File: config.mk
export PLATFORM = sky130hd
export DESIGN_NAME = car_controller
export DESIGN_NICKNAME = d
export VERILOG_FILES = /design/src/rtl/car_controller.sv
export SDC_FILE = /design/constraint.sdc
export NUM_CORES = 1
export LEC_CHECK = 0
export ABC_AREA = 1
export BUFFER_PORTS_ARGS = -buffer_cell sky130_fd_sc_hd__clkbuf_2
export CORE_MARGIN = 10
export CORE_UTILIZATION = 30
export CTS_CLUSTER_DIAMETER = 60
export DETAILED_ROUTE_END_ITERATION = 16
export GPL_ROUTABILITY_DRIVEN = 1
export GPL_TIMING_DRIVEN = 0
export PLACE_DENSITY = 0.49
export SLEW_MARGIN = 25
export SYNTH_ARGS = -nofsm -noshare
export SYNTH_HDL_FRONTEND = slang
export SYNTH_SLANG_ARGS = --single-unit
File: constraint.sdc
create_clock -name i_Clk -period 7.03 [get_ports i_Clk]
set_input_delay 0.703 -clock i_Clk [delete_from_list [all_inputs] [get_ports i_Clk]]
set_output_delay 0.703 -clock i_Clk [all_outputs]
set_load 0.05 [all_outputs]
File: src/rtl/car_controller.sv
// Four-lane car mover for a frogger-style game: one step per frame on VSync
// falling edge, wrap-around horizontal motion, frog/car bounding-box collision pulse.
module car_controller #(
  parameter int H_VISIBLE_AREA = 640,
  parameter int TILE_SIZE      = 32,
  parameter int LANE_Y_1       = 64,
  parameter int LANE_Y_2       = 160,
  parameter int LANE_Y_3       = 256,
  parameter int LANE_Y_4       = 352,
  parameter int CAR_START_X_1  = 0,
  parameter int CAR_START_X_2  = 160,
  parameter int CAR_START_X_3  = 320,
  parameter int CAR_START_X_4  = 480,
  parameter int BASE_STEP_1    = 1,
  parameter int BASE_STEP_2    = 2,
  parameter int BASE_STEP_3    = 3,
  parameter int BASE_STEP_4    = 4
) (
  input  logic       i_Clk,
  input  logic       i_Reset,
  input  logic       i_VGA_VSync,
  input  logic [9:0] i_Frog_X,
  input  logic [8:0] i_Frog_Y,
  input  logic       i_Level_Up,
  input  logic       i_Pause,
  output logic [9:0] o_Car_1X,
  output logic [9:0] o_Car_2X,
  output logic [9:0] o_Car_3X,
  output logic [9:0] o_Car_4X,
  output logic [8:0] o_Car_1Y,
  output logic [8:0] o_Car_2Y,
  output logic [8:0] o_Car_3Y,
  output logic [8:0] o_Car_4Y,
  output logic       o_Collision,
  output logic [2:0] o_Level
);

  localparam logic [10:0] L_H    = 11'(H_VISIBLE_AREA);
  localparam logic [10:0] L_TILE = 11'(TILE_SIZE);

  typedef enum logic [1:0] {
    S_WAIT  = 2'd0,
    S_CHECK = 2'd1,
    S_MOVE  = 2'd2
  } state_t;

  state_t     r_state;
  state_t     w_next_state;
  logic       r_vsync_prev;
  logic       w_tick;
  logic       w_eval;
  logic       w_any_hit;
  logic [4:0] w_step_1;
  logic [4:0] w_step_2;
  logic [4:0] w_step_3;
  logic [4:0] w_step_4;

  // Straight bounding-box overlap; a car straddling the wrap seam is not split.
  function automatic logic f_overlap(input logic [9:0] car_x, input logic [8:0] car_y,
                                     input logic [9:0] frog_x, input logic [8:0] frog_y);
    logic x_hit;
    logic y_hit;
    x_hit = ({1'b0, frog_x} < ({1'b0, car_x} + L_TILE)) &&
            ({1'b0, car_x} < ({1'b0, frog_x} + L_TILE));
    y_hit = ({2'b00, frog_y} < ({2'b00, car_y} + L_TILE)) &&
            ({2'b00, car_y} < ({2'b00, frog_y} + L_TILE));
    return x_hit && y_hit;
  endfunction

  function automatic logic [9:0] f_move_right(input logic [9:0] x, input logic [4:0] step);
    logic [10:0] sum;
    sum = {1'b0, x} + {6'b000000, step};
    if (sum >= L_H) begin
      return 10'(sum - L_H);
    end else begin
      return 10'(sum);
    end
  endfunction

  function automatic logic [9:0] f_move_left(input logic [9:0] x, input logic [4:0] step);
    if ({1'b0, x} < {6'b000000, step}) begin
      return 10'({1'b0, x} + L_H - {6'b000000, step});
    end else begin
      return 10'({1'b0, x} - {6'b000000, step});
    end
  endfunction

  assign w_tick   = r_vsync_prev & ~i_VGA_VSync;
  assign w_step_1 = 5'(BASE_STEP_1) + {2'b00, o_Level};
  assign w_step_2 = 5'(BASE_STEP_2) + {2'b00, o_Level};
  assign w_step_3 = 5'(BASE_STEP_3) + {2'b00, o_Level};
  assign w_step_4 = 5'(BASE_STEP_4) + {2'b00, o_Level};

  assign o_Car_1Y = 9'(LANE_Y_1);
  assign o_Car_2Y = 9'(LANE_Y_2);
  assign o_Car_3Y = 9'(LANE_Y_3);
  assign o_Car_4Y = 9'(LANE_Y_4);

  // FSM state register and VSync edge history
  always_ff @(posedge i_Clk or posedge i_Reset) begin
    if (i_Reset) begin
      r_state      <= S_WAIT;
      r_vsync_prev <= 1'b0;
    end else begin
      r_state      <= w_next_state;
      r_vsync_prev <= i_VGA_VSync;
    end
  end

  // Next-state logic; edges outside S_WAIT are dropped, pause skips the frame
  always_comb begin
    w_next_state = r_state;
    case (r_state)
      S_WAIT: begin
        if (w_tick && !i_Pause) begin
          w_next_state = S_CHECK;
        end else begin
          w_next_state = S_WAIT;
        end
      end
      S_CHECK: w_next_state = S_MOVE;
      S_MOVE:  w_next_state = S_WAIT;
      default: w_next_state = S_WAIT;
    endcase
  end

  // FSM outputs: collision evaluation and position update both fire leaving S_CHECK
  always_comb begin
    w_eval    = 1'b0;
    w_any_hit = 1'b0;
    case (r_state)
      S_CHECK: begin
        w_eval    = 1'b1;
        w_any_hit = f_overlap(o_Car_1X, o_Car_1Y, i_Frog_X, i_Frog_Y) ||
                    f_overlap(o_Car_2X, o_Car_2Y, i_Frog_X, i_Frog_Y) ||
                    f_overlap(o_Car_3X, o_Car_3Y, i_Frog_X, i_Frog_Y) ||
                    f_overlap(o_Car_4X, o_Car_4Y, i_Frog_X, i_Frog_Y);
      end
      default: begin
        w_eval    = 1'b0;
        w_any_hit = 1'b0;
      end
    endcase
  end

  // Car positions and the collision pulse, updated together from pre-move state
  always_ff @(posedge i_Clk or posedge i_Reset) begin
    if (i_Reset) begin
      o_Car_1X    <= 10'(CAR_START_X_1);
      o_Car_2X    <= 10'(CAR_START_X_2);
      o_Car_3X    <= 10'(CAR_START_X_3);
      o_Car_4X    <= 10'(CAR_START_X_4);
      o_Collision <= 1'b0;
    end else begin
      o_Collision <= w_eval & w_any_hit;
      if (w_eval) begin
        o_Car_1X <= f_move_right(o_Car_1X, w_step_1);
        o_Car_2X <= f_move_left(o_Car_2X, w_step_2);
        o_Car_3X <= f_move_right(o_Car_3X, w_step_3);
        o_Car_4X <= f_move_left(o_Car_4X, w_step_4);
      end
    end
  end

  // Difficulty level, saturating at 7
  always_ff @(posedge i_Clk or posedge i_Reset) begin
    if (i_Reset) begin
      o_Level <= 3'd0;
    end else if (i_Level_Up && (o_Level != 3'd7)) begin
      o_Level <= o_Level + 3'd1;
    end
  end

endmodule

### Yosys cells after proc, flatten, opt, wreduce, memory -nomap -nowiden

Index checks and enable logic that the tools add are counted.
Widths: inputs -> output; s select.

* memories kept: 0
* latch bits: 0
* flip-flop bits (word level): 47
* memory bits (writable): 0
* memory bits (read-only): 0

* magnitude comparators: 20
* $mul: 0
* bitwise logic cells: 3
* equal/unequal tests: 2
* shifts and indexed selects: 0
* multiplexer cells: 8
* reduce and logical (&&, ||, !) cells: 19
* add/subtract/negate cells: 21
* divide/modulo/power cells: 0

Operator list (number)
* $lt 10x11->1: 8
* $add 10x6->11 const B: 5
* $mux 10: 4
* $sub 10x4->10: 4
* $add 10x4->11: 2
* $ge 11x10->1 const B: 2
* $add 10x10->10 const B: 2
* $lt 10x4->1: 2
* $sub 10x10->10 const B: 2
* $lt 9x9->1 const B: 2
* $logic_and 1x1->1: 14
* $lt 7x11->1 const A: 1
* $lt 8x11->1 const A: 1
* $lt 9x11->1 const A: 1
* $add 9x6->10 const B: 1
* $lt 9x10->1 const A: 1
* $lt 9x7->1 const B: 1
* $lt 9x8->1 const B: 1
* $add 2x3->4 const A: 2
* $add 1x3->4 const A: 1
* $add 3x3->4 const A: 1
* $pmux 2 s2: 1
* $add 3x1->3 const B: 1
* $logic_or 1x1->1: 3
* 7 further kinds: 10

### Depth between registers and ports, before layout

Gate-level depths: netlist (run 1).

* depth after elaboration: 9
* depth in mapped cells: 20
* depth with buffers taken out: 20

### Worst setup path before layout (run 1)

No wires, ideal clock.

* path kind: register to register
* start: reg o_Level[1]
* end: reg o_Car_3X[7]
* path slack: 3.901 ns
* path buffers: 0
* library setup time: 0.118 ns
* required time: 6.912 ns
* data arrival time: 3.011 ns
* clock period less this slack: 3.129 ns
* cell stages (with the launch flop): 20
* cell sequence: dfrtp_1 > inv_1 > ha_1 > inv_1 > ha_1 > inv_1 > fa_1 > inv_1 > nand2_1 > a21oi_4 > inv_2 > nand2_1 > nand2_1 > inv_1 > ha_1 > inv_1 > a21boi_1 > nand3_1 > nand3_1 > nand2_1

* cells in the longest elaborated chain, start to end: 4
* elaborated cells between the ends (all ways): 5
* classes of those cells: add/sub (3); order compare (1); mux (1)

RTL lines
* start: declaration: RTL line 35 `output logic [2:0] o_Level`
* start signal: assignment: RTL line 170 `o_Level <= o_Level + 3'd1;`
* $add 2x3->4 *: RTL line 91 `assign w_step_3 = 5'(BASE_STEP_3) + {2'b00, o_Level};`
* $add 10x4->11 *: RTL line 72 `sum = {1'b0, x} + {6'b000000, step};`
* $sub 10x10->10 or $ge 11x10->1 (tied branches): RTL line 74, 73
* $mux 10 *: RTL line 73 `if (sum >= L_H) begin`
* end signal: assignment: RTL line 151 `o_Car_3X <= 10'(CAR_START_X_3);`
* end signal: assignment: RTL line 159 `o_Car_3X <= f_move_right(o_Car_3X, w_step_3);`
* end: declaration: RTL line 28 `output logic [9:0] o_Car_3X,`

Every way passes the cells marked *; elsewhere a longest branch is shown, timed or not.
A chain may end at the register's enable or synchronous reset.

### Final worst setup path (run 1)

Same ends and word-level chain as after synthesis.

==> impl_summary.txt, run 1 <==
----------------------------------------------------
[Job]
  Max cap viols ... 0

[Power and ir drop]
  Clock group share of total power ... 10.1%
  Combinational share of power ... between 70% and 80%
  Pwr/cell area ... about 370 nW/µm²
  Worst supply voltage drop on vdd ... 0.238 mV
  Power consumption ... 2.82 mW
  Power dissipated by switching net loads ... 1.63 mW
  Power Internal ... 1.19 mW
  Sw Ratio ... 57.7%
  Sequential group share of total power ... 19.7%
  P_leak ... 4.14 nW

[Global route]
  Combined global-route utilization of all metal layers ... 14.3%
  Number of global-route vias before repair ... approximately 6,000
  Global route overflow ... 0
  Wire length of the first global-routing pass ... 32,500 µm
  Initial antenna violation count ... 0
  Maximum number of pins on one net before global-route repair ... a little over 40

[STA]
  Fmax achieved ... 292 MHz
  Remaining max-slew budget at the tightest pin ... 43.2%
  Worst hold slack ... 0.275 ns
  Final count of pins violating max slew ... 0
  Final setup margin ... 3.60 ns
  Shortest period the worst path allows ... 3.43 ns
  Final clock skew ... 0.00442 ns
  Ratio of final minimum period to clock period ... 48.8%
  Post-route setup TNS ... 0 ns
  Final number of setup-violating endpoints ... 0
  Final hold violation count ... 0
  Transition time of the tightest slew-check pin ... 0.851 ns
  Unrepaired setup endpoints after global routing ... no

[Clock network]
  Clock buffers created by TritonCTS ... 5
  Cts hold-fix bufs ... 0
  Number of buffers between clock root and the deepest sink ... 2
  TritonCTS clock tree ... done
  Root Buffer Master ... clkbuf_16
  Insertion delay of the later-clocked pin in the worst-skew pair ... 0.31 ns
  Sink Count ... 47
  Total setup buffers inserted after CTS ... 0
  Count of H-tree levels built during CTS ... 2
  CTS clk-pin slew, worst paths ... 0.07 ns
  Cts repair resizes ... 0

[Critical path]
  FF-to-FF Start ... o_Level[1]
  Endpoint class of the critical path ... register
  Reg-to-reg slack, setup ... 3.60 ns
  Largest driver fanout on the critical path ... 9
  Critical path class ... reg2reg
  Crit start category ... register
  Data arrival time of the worst path ... between 3 and 4 ns
  Reg2reg path depth ... 20
  Endpoint of the worst-slack reg-to-reg timing path ... o_Car_3X[7]
  Critical path data required time ... about 7.3 ns

[Route]
  Via density ... 4.55
  Post-DRT Antenna Nets ... 0
  Initial drt markers ... 328
  TritonRoute pass-1 iters ... 5
  Final routed wire length divided by cell count ... 15.4 µm
  Total via count in the routed design ... 5,950
  DRC errors left ... 0
  Total Wirelength ... a little over 20,000 µm

[Cells and area]
  Fillers ... about 2,300
  Antenna fix cells ... 0
  Total non-filler cell area in the finished layout ... 7530 µm²
  Finished Core Util ... between 30 and 40%
  Area growth from synthesis to layout ... 15.2%
  Final layout net count ... around 1,200
  Share of layout cells above drive strength 1 ... 14.9%
  Non-filler instance count after layout ... between 1,000 and 1,500

[Synth]
  Post-synthesis register bit count ... 47
  Top-area cell type share of the netlist area ... a little under a quarter
  Async set-reset flop share out of synthesis ... 100%
  Synth Flop Type ... dfrtp_1
  Most frequent cells after synthesis ... nand2_1 (216), inv_1 (146), ha_1 (122), nand3_1 (62), o21ai_0 (58)
  Mean cell area of the mapped netlist ... 7.08 µm²
  Yosys top cell by area ... ha_1
  Largest cells by area after synthesis ... ha_1 (23%), dfrtp_1 (15%), nand2_1 (12%), inv_1 (8.4%), nand3_1 (4.7%)
  Synthesized cell area ... 6530 µm²
  Sequential fraction of the synthesis area ... a little under a fifth
  Most frequently used cell type in the post-synthesis netlist ... nand2_1
  Number of enable flip-flop cells after synthesis ... 0
  Gate Count Post-Synth ... 923
  Number of unique standard cell types used by synthesis ... 50
  Warning count from the yosys run ... 0

[Place]
  Buffers added on ports ... 67
  Half-perimeter wire length of the detailed placement result ... 16,100 µm
  Setup Slack @ Placement ... around 3.6 ns
  Number of placed instances with taps included ... 1,300
  Weighted congestion at the end of routability-driven global placement ... 0.832
  Placed cell areas ... roughly 7400 µm²

[Die]
  Ports ... 104
  Core ar. ... 21,200 µm²
  DIE AREA ... approximately 28,000 µm²
  Starting Density ... between 30 and 40%
  Die outline width ... roughly 170 µm
  Die Y ... 168 µm
  Standard-cell row count ... 53

[Outcome]
  Run status ... complete, no violations

[Min path]
  Class of the most critical hold timing path ... in2async

----------------------------------------------------
## critical path: stages (launching register included)
cell and delay [ns]:
dfrtp_1 0.70, inv_1 0.26, ha_1 0.34, inv_1 0.06, ha_1 0.19, inv_1 0.06
fa_1 0.37, inv_1 0.08, nand2_1 0.10, a21oi_4 0.22, inv_2 0.05, nand2_1 0.05
nand2_1 0.09, inv_1 0.08, ha_1 0.16, inv_1 0.06, a21boi_1 0.19, nand2_1 0.10
nand2_1 0.06, nand3_1 0.07, nand2_1 0.07
## logic make-up after synthesis
kind of cell | count (synthesis) | synth area share, %
XOR/XNOR | 32 | 4.29
buffers and inverters | 200 | 13.8
AO/OA/AOI/OAI | 142 | 12.2
flip-flops | 47 | 18.2
other | 2 | 0.115
AND/OR/NAND/NOR | 368 | 25.0
adder cells (fa/ha/maj) | 132 | 26.4
## power by group through the flow
stage | sequential, mW | combinational [mW] | clock, mW
after global placement | 0.562 | 1.97 | 0
after detailed placement | 0.564 | 1.98 | 0
after CTS | 0.559 | 1.99 | 0.292
final | 0.556 | 1.98 | 0.284
after floorplan | 0.804 | 1.26 | 0
after global routing | 0.582 | 2.27 | 0.300
## registers in the layout (all words and copies together), names as in the netlist
signal	cells
o_Level	3
o_Car_3X	10
o_Car_4X	10
o_Collision	1
o_Car_2X	10
o_Car_1X	10
r_vsync_prev	1
r_state	2
## metal layers
metal  wire length [µm]  GRT usage (%)
met1               9870           19.0
met2               9120           23.6
met3                882           2.41
met4                261           3.18
met5                  0              0
## worst max path at each step
| stage | endpoint | from |
|---|---|---|
| after floorplan | o_Car_3X[7] | o_Level[1] |
| after global placement | o_Car_3X[7] | o_Level[1] |
| after detailed placement | o_Car_3X[7] | o_Level[1] |
| after CTS | o_Car_3X[7] | o_Level[1] |
| after global routing | o_Car_3X[7] | o_Level[1] |
| final | o_Car_3X[7] | o_Level[1] |
## final cells by class
cell class / instances / area (µm²) / area share [%]
repair buffers: 68 / 363 / 4.82
multi-input cells: 710 / 4570 / 60.7
plain buffers: 48 / 327 / 4.34
inverters: 152 / 578 / 7.68
well taps: 275 / 344 / 4.57
clock buffers: 6 / 129 / 1.71
clock inverters: 1 / 30.0 / 0.399
flip-flops and latches: 47 / 1190 / 15.8
## layout by cell type, fill, tap and decap left out, types with 5 or more instances in the layout
master	instances
a21oi_1	55
buf_4	38
clkbuf_1	8
clkbuf_16	5
clkbuf_2	68
conb_1	36
dfrtp_1	39
dfstp_2	8
fa_1	10
ha_1	122
inv_1	145
nand2_1	216
nand2_2	6
nand3_1	62
nand4_1	15
nor2_1	40
nor3_1	6
o211ai_1	5
o21ai_0	58
xnor2_1	10
xor2_1	22
Power figures use the tool's default switching activity.
==> run 2: changes to the inputs <==
--- a/config.mk
+++ b/config.mk
@@ -13,7 +13,7 @@
 export DETAILED_ROUTE_END_ITERATION = 16
 export GPL_ROUTABILITY_DRIVEN = 1
 export GPL_TIMING_DRIVEN = 0
-export PLACE_DENSITY = 0.49
+export PLACE_DENSITY = 0.5
 export SLEW_MARGIN = 25
 export SYNTH_ARGS = -nofsm -noshare
 export SYNTH_HDL_FRONTEND = slang
==> constraint.sdc (replaced) <==
create_clock -name i_Clk -period 2.9 [get_ports i_Clk]
set_input_delay 0.29 -clock i_Clk [delete_from_list [all_inputs] [get_ports i_Clk]]
set_output_delay 0.29 -clock i_Clk [all_outputs]
set_load 0.05 [all_outputs]
==> impl_summary.txt, run 2 (synthesized netlist as in run 1, its figures left out) <==
----------------------------------------------------
[Outcome]
  Run status ... complete, no violations

[Clock network]
  TritonCTS clock tree ... done
  Sink Count ... 47 (unchanged)
  Count of H-tree levels built during CTS ... 2 (unchanged)
  CTS clk-pin slew, worst paths ... 0.07 ns (about the same)
  Insertion delay of the later-clocked pin in the worst-skew pair ... 0.31 ns (about the same)
  Clock buffers created by TritonCTS ... 5 (unchanged)
  Root Buffer Master ... clkbuf_16
  Number of buffers between clock root and the deepest sink ... 2 (unchanged)

[Route]
  Initial drt markers ... 324 (-1.2%)
  Total Wirelength ... 20,100 µm (+0.11%)
  Via density ... 4.60 (+1.1%)
  Total via count in the routed design ... 6,082 (+2.2%)
  Final routed wire length divided by cell count ... 15.3 µm (-0.95%)
  Post-DRT Antenna Nets ... 0 (unchanged)
  DRC errors left ... 0 (unchanged)
  TritonRoute pass-1 iters ... 5 (unchanged)

[Critical path]
  Critical path class ... reg2reg
  Crit start category ... register
  Critical-path cell list ... inv_4, ha_1, inv_1, ha_2, inv_1, fa_2, inv_2, nand2_2, a21oi_4, inv_2, nand2_1, nand2_2, inv_1, ha_2, inv_1, a21boi_2, nand3_1, nand3_1, nand2_1
  Data arrival time of the worst path ... 2.90 ns (-0.78 ns)
  Largest incremental delay on the critical path ... 0.45 ns (-0.25 ns)
  Critical path data required time ... 3.09 ns (-4.19 ns)
  Largest driver fanout on the critical path ... 4 (-5)
  Most frequent cell on the critical path ... inv_1
  Crit-path slowest cell ... dfrtp_2
  Endpoint class of the critical path ... register

[Cells and area]
  Final layout net count ... 1,201 (+1.1%)
  Non-filler instance count after layout ... 1,321 (+1.1%)
  Most common library cell in the layout ignoring fill and taps ... nand2_1
  Area taken by flip-flops and latches ... 1190 µm² (+0.42%)
  Total non-filler cell area in the finished layout ... 7690 µm² (+2.1%)
  Area growth from synthesis to layout ... 17.7%
  Finished Core Util ... 36.2% (+0.75 points)
  Fillers ... 2,287 (-2.1%)
  Share of layout cells above drive strength 1 ... 18.1% (+3.1 points)
  Most frequent cells in the layout ... nand2_1 (212), inv_1 (139), ha_1 (118)
  Antenna fix cells ... 0 (unchanged)
  Combined area of the multi-input logic cells ... 4620 µm² (+1.1%)

[STA]
  Unrepaired setup endpoints after global routing ... no
  Ratio of final minimum period to clock period ... 93.5% (+45 points)
  Final count of pins violating max slew ... 0 (unchanged)
  Final hold violation count ... 0 (unchanged)
  Transition time of the tightest slew-check pin ... 0.923 ns (+0.0719 ns)
  Remaining max-slew budget at the tightest pin ... 38.4% (-4.8 points)
  Worst hold slack ... 0.117 ns (-0.158 ns)
  Post-route setup TNS ... 0 ns (unchanged)
  Shortest period the worst path allows ... 2.71 ns (-0.718 ns)
  Final clock skew ... 0.0109 ns (+0.00644 ns)
  Final number of setup-violating endpoints ... 0 (unchanged)
  Fmax achieved ... 369 MHz (+26%)

[Global route]
  Combined global-route utilization of all metal layers ... 14.1% (-0.19 points)
  Global route overflow ... 0 (unchanged)
  Wire length of the first global-routing pass ... 32,100 µm (-1.0%)
  Initial antenna violation count ... 0 (unchanged)
  Number of global-route vias before repair ... 5,887 (-0.14%)
  Maximum number of pins on one net before global-route repair ... 29 (-29%)

[Die]
  Die outline width ... 168 µm (unchanged)
  DIE AREA ... 28,100 µm² (unchanged)
  Starting Density ... 30.8% (unchanged)
  Die Y ... 168 µm (unchanged)
  Standard-cell row count ... 53 (unchanged)
  Core ar. ... 21,200 µm² (unchanged)
  Ports ... 104 (unchanged)

[Power and ir drop]
  Power Internal ... 2.95 mW (+150%)
  Worst supply voltage drop on vdd ... 0.455 mV (+91%)
  P_leak ... 4.19 nW (+1.2%)
  Pwr/cell area ... 900 nW/µm² (+140%)
  Sequential group share of total power ... 19.4% (-0.3 points)
  Clock group share of total power ... 10.0% (about the same)
  Combinational share of power ... 70.6% (+0.4 points)
  Power dissipated by switching net loads ... 3.97 mW (+140%)
  Sw Ratio ... 57.4% (-0.34 points)

[Place]
  Number of placed instances with taps included ... 1,300 (unchanged)
  Placed cell areas ... 7370 µm² (about the same)
  Weighted congestion at the end of routability-driven global placement ... 0.835 (+0.31%)
  Buffers added on ports ... 67 (unchanged)
  Half-perimeter wire length of the detailed placement result ... 16,100 µm (about the same)

[Job]
  Max cap viols ... 0 (unchanged)

[Min path]
  Class of the most critical hold timing path ... in2reg

----------------------------------------------------
run 2: cell types whose count changed in the layout (fill, tap and decap cells not counted), sizes merged:
cell	delta
clkbuf	+1
buf	+12
dlygate4sd3	+1
run 2: power by group through the flow:
stage	combinational (mW)	sequential [mW]	clock (mW)
finish	4.88	1.35	0.692
global route	5.57	1.40	0.721
CTS	4.81	1.36	0.703
detailed placement	4.78	1.37	0
global placement	4.76	1.37	0
floorplan	3.05	1.95	0
run 2: cell type report:
type,count,area share (%)
buffer,48,4.25
clock buffer,7,1.72
clock inverter,1,0.390
inverter,152,7.55
multi-input combinational,710,60.1
sequential,47,15.5
tap,275,4.47
timing repair buffer,81,6.02
run 2: metrics by stage:
stage	power [mW]	setup slack, ns
after detailed placement	6.15	-0.308
after floorplan	5.00	0.00149
final	6.92	0.189
after CTS	6.87	0.000414
after global routing	7.69	0.00620
after global placement	6.13	-0.290
run 2: final timing paths:
check | from | to | slack [ns] | cells after the start
max in group asynchronous | i_Reset | o_Car_4X[6] | 1.86 | 4
min in group asynchronous | i_Reset | o_Car_1X[6] | 0.49 | 3
hold / removal | i_VGA_VSync | r_vsync_prev | 0.12 | 1
setup / recovery | o_Level[1] | o_Car_3X[7] | 0.19 | 19
hold reg to reg | r_state[0] | r_state[0] | 0.44 | 1
setup reg to reg | o_Level[1] | o_Car_3X[7] | 0.19 | 19
run 2: critical path, delay by kind of cell, from the launching register on:
family / cells / cell delay (ns)
fa+ha+maj: 4 / 0.89
compound gates: 2 / 0.35
flops: 1 / 0.45
simple gates: 6 / 0.44
buf+inv: 7 / 0.45
run 2: timing repair:
item                                    4_1_cts  5_1_grt
pin swaps                                     2        8
endpoints found under the setup margin        5        8
hold buffers                                  1        0
setup buffers                                 1       11
resized for setup                             8       16
endpoints found under the hold margin        16        0
run 2: per-layer routing:
| layer | wire length, µm | global-route usage, % | share of wire (%) | vias up |
|---|---|---|---|---|
| met3 | 1080 | 2.53 | 5.3 | 9 |
| met4 | 167 | 2.46 | 0.83 | 0 |
| li1 | - | - | - | 3161 |
| met2 | 9230 | 23.1 | 46 | 125 |
| met5 | 0 | 0 | 0 | - |
| met1 | 9680 | 19.0 | 48 | 2787 |
==> run 3: changes to the inputs <==
--- a/config.mk
+++ b/config.mk
@@ -13,7 +13,7 @@
 export DETAILED_ROUTE_END_ITERATION = 16
 export GPL_ROUTABILITY_DRIVEN = 1
 export GPL_TIMING_DRIVEN = 0
-export PLACE_DENSITY = 0.5
+export PLACE_DENSITY = 0.49
 export SLEW_MARGIN = 25
 export SYNTH_ARGS = -nofsm -noshare
 export SYNTH_HDL_FRONTEND = slang
==> constraint.sdc (replaced) <==
create_clock -name i_Clk -period 3.1 [get_ports i_Clk]
set_input_delay 0.31 -clock i_Clk [delete_from_list [all_inputs] [get_ports i_Clk]]
set_output_delay 0.31 -clock i_Clk [all_outputs]
set_load 0.05 [all_outputs]
==> impl_summary.txt, run 3 (synthesized netlist as in run 1, its figures left out) <==
----------------------------------------------------
[Outcome]
  Run status ... complete, no violations

[Global route]
  Initial antenna violation count ... 0 (unchanged)
  Number of global-route vias before repair ... 5,854 (-0.56%)
  Combined global-route utilization of all metal layers ... 14.3% (+0.25 points)
  Global route overflow ... 0 (unchanged)
  Wire length of the first global-routing pass ... 32,600 µm (+1.4%)
  Maximum number of pins on one net before global-route repair ... 32 (+10%)

[STA]
  Post-route setup TNS ... 0 ns (unchanged)
  Final hold violation count ... 0 (unchanged)
  Fmax achieved ... 346 MHz (-6.1%)
  Ratio of final minimum period to clock period ... 93.2% (-0.32 points)
  Final count of pins violating max slew ... 0 (unchanged)
  Final clock skew ... 0.0110 ns (+0.000101 ns)
  Transition time of the tightest slew-check pin ... 0.923 ns (-0.000650 ns)
  Remaining max-slew budget at the tightest pin ... 38.5% (+0.043 points)
  Shortest period the worst path allows ... 2.89 ns (+0.177 ns)
  Unrepaired setup endpoints after global routing ... no
  Final setup margin ... 0.212 ns (+0.0230 ns)
  Worst hold slack ... 0.134 ns (+0.0173 ns)
  Final number of setup-violating endpoints ... 0 (unchanged)

[Power and ir drop]
  Clock group share of total power ... 9.0% (-1.0 points)
  P_leak ... 4.15 nW (-1.1%)
  Pwr/cell area ... 839 nW/µm² (-6.8%)
  Combinational share of power ... 71.3% (+0.7 points)
  Worst supply voltage drop on vdd ... 0.398 mV (-13%)
  Power dissipated by switching net loads ... 3.70 mW (-6.8%)
  Sequential group share of total power ... 19.7% (+0.3 points)
  Power Internal ... 2.65 mW (-10%)
  Sw Ratio ... 58.2% (+0.87 points)

[Critical path]
  Largest incremental delay on the critical path ... 0.53 ns (+0.08 ns)
  Critical path class ... reg2reg
  Critical path data required time ... 3.32 ns (+0.23 ns)
  Data arrival time of the worst path ... 3.11 ns (+0.21 ns)
  Largest driver fanout on the critical path ... 8 (+4)
  Crit-path slowest cell ... fa_1
  Crit start category ... register
  Endpoint class of the critical path ... register
  Critical-path cell list ... buf_6, ha_1, inv_1, ha_2, inv_1, fa_1, inv_1, nand3_1, nand2_1, nand2_1, nand2_1, a21oi_1, xor2_1, a21oi_1, a21oi_1

[Cells and area]
  Final layout net count ... 1,194 (-0.58%)
  Combined area of the multi-input logic cells ... 4590 µm² (-0.70%)
  Share of layout cells above drive strength 1 ... 16.5% (-1.6 points)
  Most frequent cells in the layout ... nand2_1 (214), inv_1 (142), ha_1 (119)
  Fillers ... 2,341 (+2.4%)
  Area taken by flip-flops and latches ... 1190 µm² (-0.10%)
  Area growth from synthesis to layout ... 16.0%
  Total non-filler cell area in the finished layout ... 7580 µm² (-1.5%)
  Most common library cell in the layout ignoring fill and taps ... nand2_1
  Antenna fix cells ... 0 (unchanged)
  Non-filler instance count after layout ... 1,314 (-0.53%)

[Job]
  Max cap viols ... 0 (unchanged)

[Place]
  Setup Slack @ Placement ... -0.0723 ns (+0.236 ns)
  Placed cell areas ... 7360 µm² (about the same)
  Number of placed instances with taps included ... 1,300 (unchanged)
  Half-perimeter wire length of the detailed placement result ... 16,200 µm (+0.73%)
  Weighted congestion at the end of routability-driven global placement ... 0.830 (-0.53%)
  Buffers added on ports ... 67 (unchanged)

[Route]
  Final routed wire length divided by cell count ... 15.5 µm (+1.5%)
  Total Wirelength ... 20,300 µm (+0.91%)
  Initial drt markers ... 351 (+8.3%)
  Total via count in the routed design ... 5,987 (-1.6%)
  Post-DRT Antenna Nets ... 0 (unchanged)
  TritonRoute pass-1 iters ... 5 (unchanged)
  Via density ... 4.56 (-1.0%)
  DRC errors left ... 0 (unchanged)

[Die]
  Standard-cell row count ... 53 (unchanged)
  Die outline width ... 168 µm (unchanged)
  DIE AREA ... 28,100 µm² (unchanged)
  Ports ... 104 (unchanged)
  Starting Density ... 30.8% (unchanged)
  Die Y ... 168 µm (unchanged)
  Core ar. ... 21,200 µm² (unchanged)

[Clock network]
  Root Buffer Master ... clkbuf_16
  TritonCTS clock tree ... done
  Sink Count ... 47 (unchanged)
  Number of buffers between clock root and the deepest sink ... 2 (unchanged)
  Clock buffers created by TritonCTS ... 5 (unchanged)
  Insertion delay of the later-clocked pin in the worst-skew pair ... 0.31 ns (about the same)
  Count of H-tree levels built during CTS ... 2 (unchanged)
  CTS clk-pin slew, worst paths ... 0.07 ns (about the same)

[Min path]
  Class of the most critical hold timing path ... in2reg

----------------------------------------------------
## run 3: per-layer routing
metal / vias to the layer above / track usage, % / wire, µm
li1: 3155 / - / -
met5: - / 0 / 0
met2: 117 / 23.7 / 9260
met4: 0 / 2.76 / 206
met1: 2702 / 19.2 / 9970
met3: 13 / 2.41 / 894
## run 3: path summary, 6_finish.rpt
kind	startpoint	end	slack, ns	cells after the start
max	o_Level[1]	o_Car_2X[7]	0.21	15
min	i_VGA_VSync	r_vsync_prev	0.13	1
max reg2reg	o_Level[1]	o_Car_2X[7]	0.21	15
min reg2reg	r_state[0]	r_state[0]	0.44	1
max in group asynchronous	i_Reset	o_Car_2X[7]	2.09	4
min in group asynchronous	i_Reset	o_Car_1X[6]	0.49	3
## run 3: area by class of cell
cell class / instances / share of cell area, %
plain buffers: 48 / 4.31
clock buffers: 7 / 1.75
clock inverters: 1 / 0.0991
inverters: 152 / 7.66
multi-input cells: 710 / 60.6
flip-flops and latches: 47 / 15.7
well taps: 275 / 4.54
repair buffers: 74 / 5.37
## run 3: critical path, delay by kind of cell (launching register included)
| family | cells | cell delay, ns |
|---|---|---|
| buffers and inverters | 4 | 0.40 |
| and+or+nand+nor | 4 | 0.35 |
| AOI/OAI and AO/OA | 3 | 0.40 |
| xor gates and xnor gates | 1 | 0.19 |
| adders and majority gates | 3 | 1.01 |
| DFF | 1 | 0.45 |
## run 3: what timing repair did
item                                    CTS  global route
gates resized for setup                   0            13
endpoints found under the hold margin    11             0
setup buffers                             1             4
hold buffers                              1             0
pin swaps                                 0             3
endpoints found under the setup margin    2             6
## run 3: through the flow
step                      utilization, %  total power, mW
after global routing                35.7             7.08
after global placement              34.6             5.74
after CTS                           35.4             6.36
final                               35.7             6.35
after detailed placement            34.7             5.75
after floorplan                        -             4.68
## run 3: power by group through the flow
| stage | Combinational [mW] | Sequential (mW) | Clock (mW) |
|---|---|---|---|
| after global placement | 4.47 | 1.27 | 0 |
| final | 4.53 | 1.25 | 0.570 |
| after floorplan | 2.85 | 1.82 | 0 |
| after global routing | 5.17 | 1.30 | 0.617 |
| after detailed placement | 4.48 | 1.27 | 0 |
| after CTS | 4.51 | 1.26 | 0.589 |
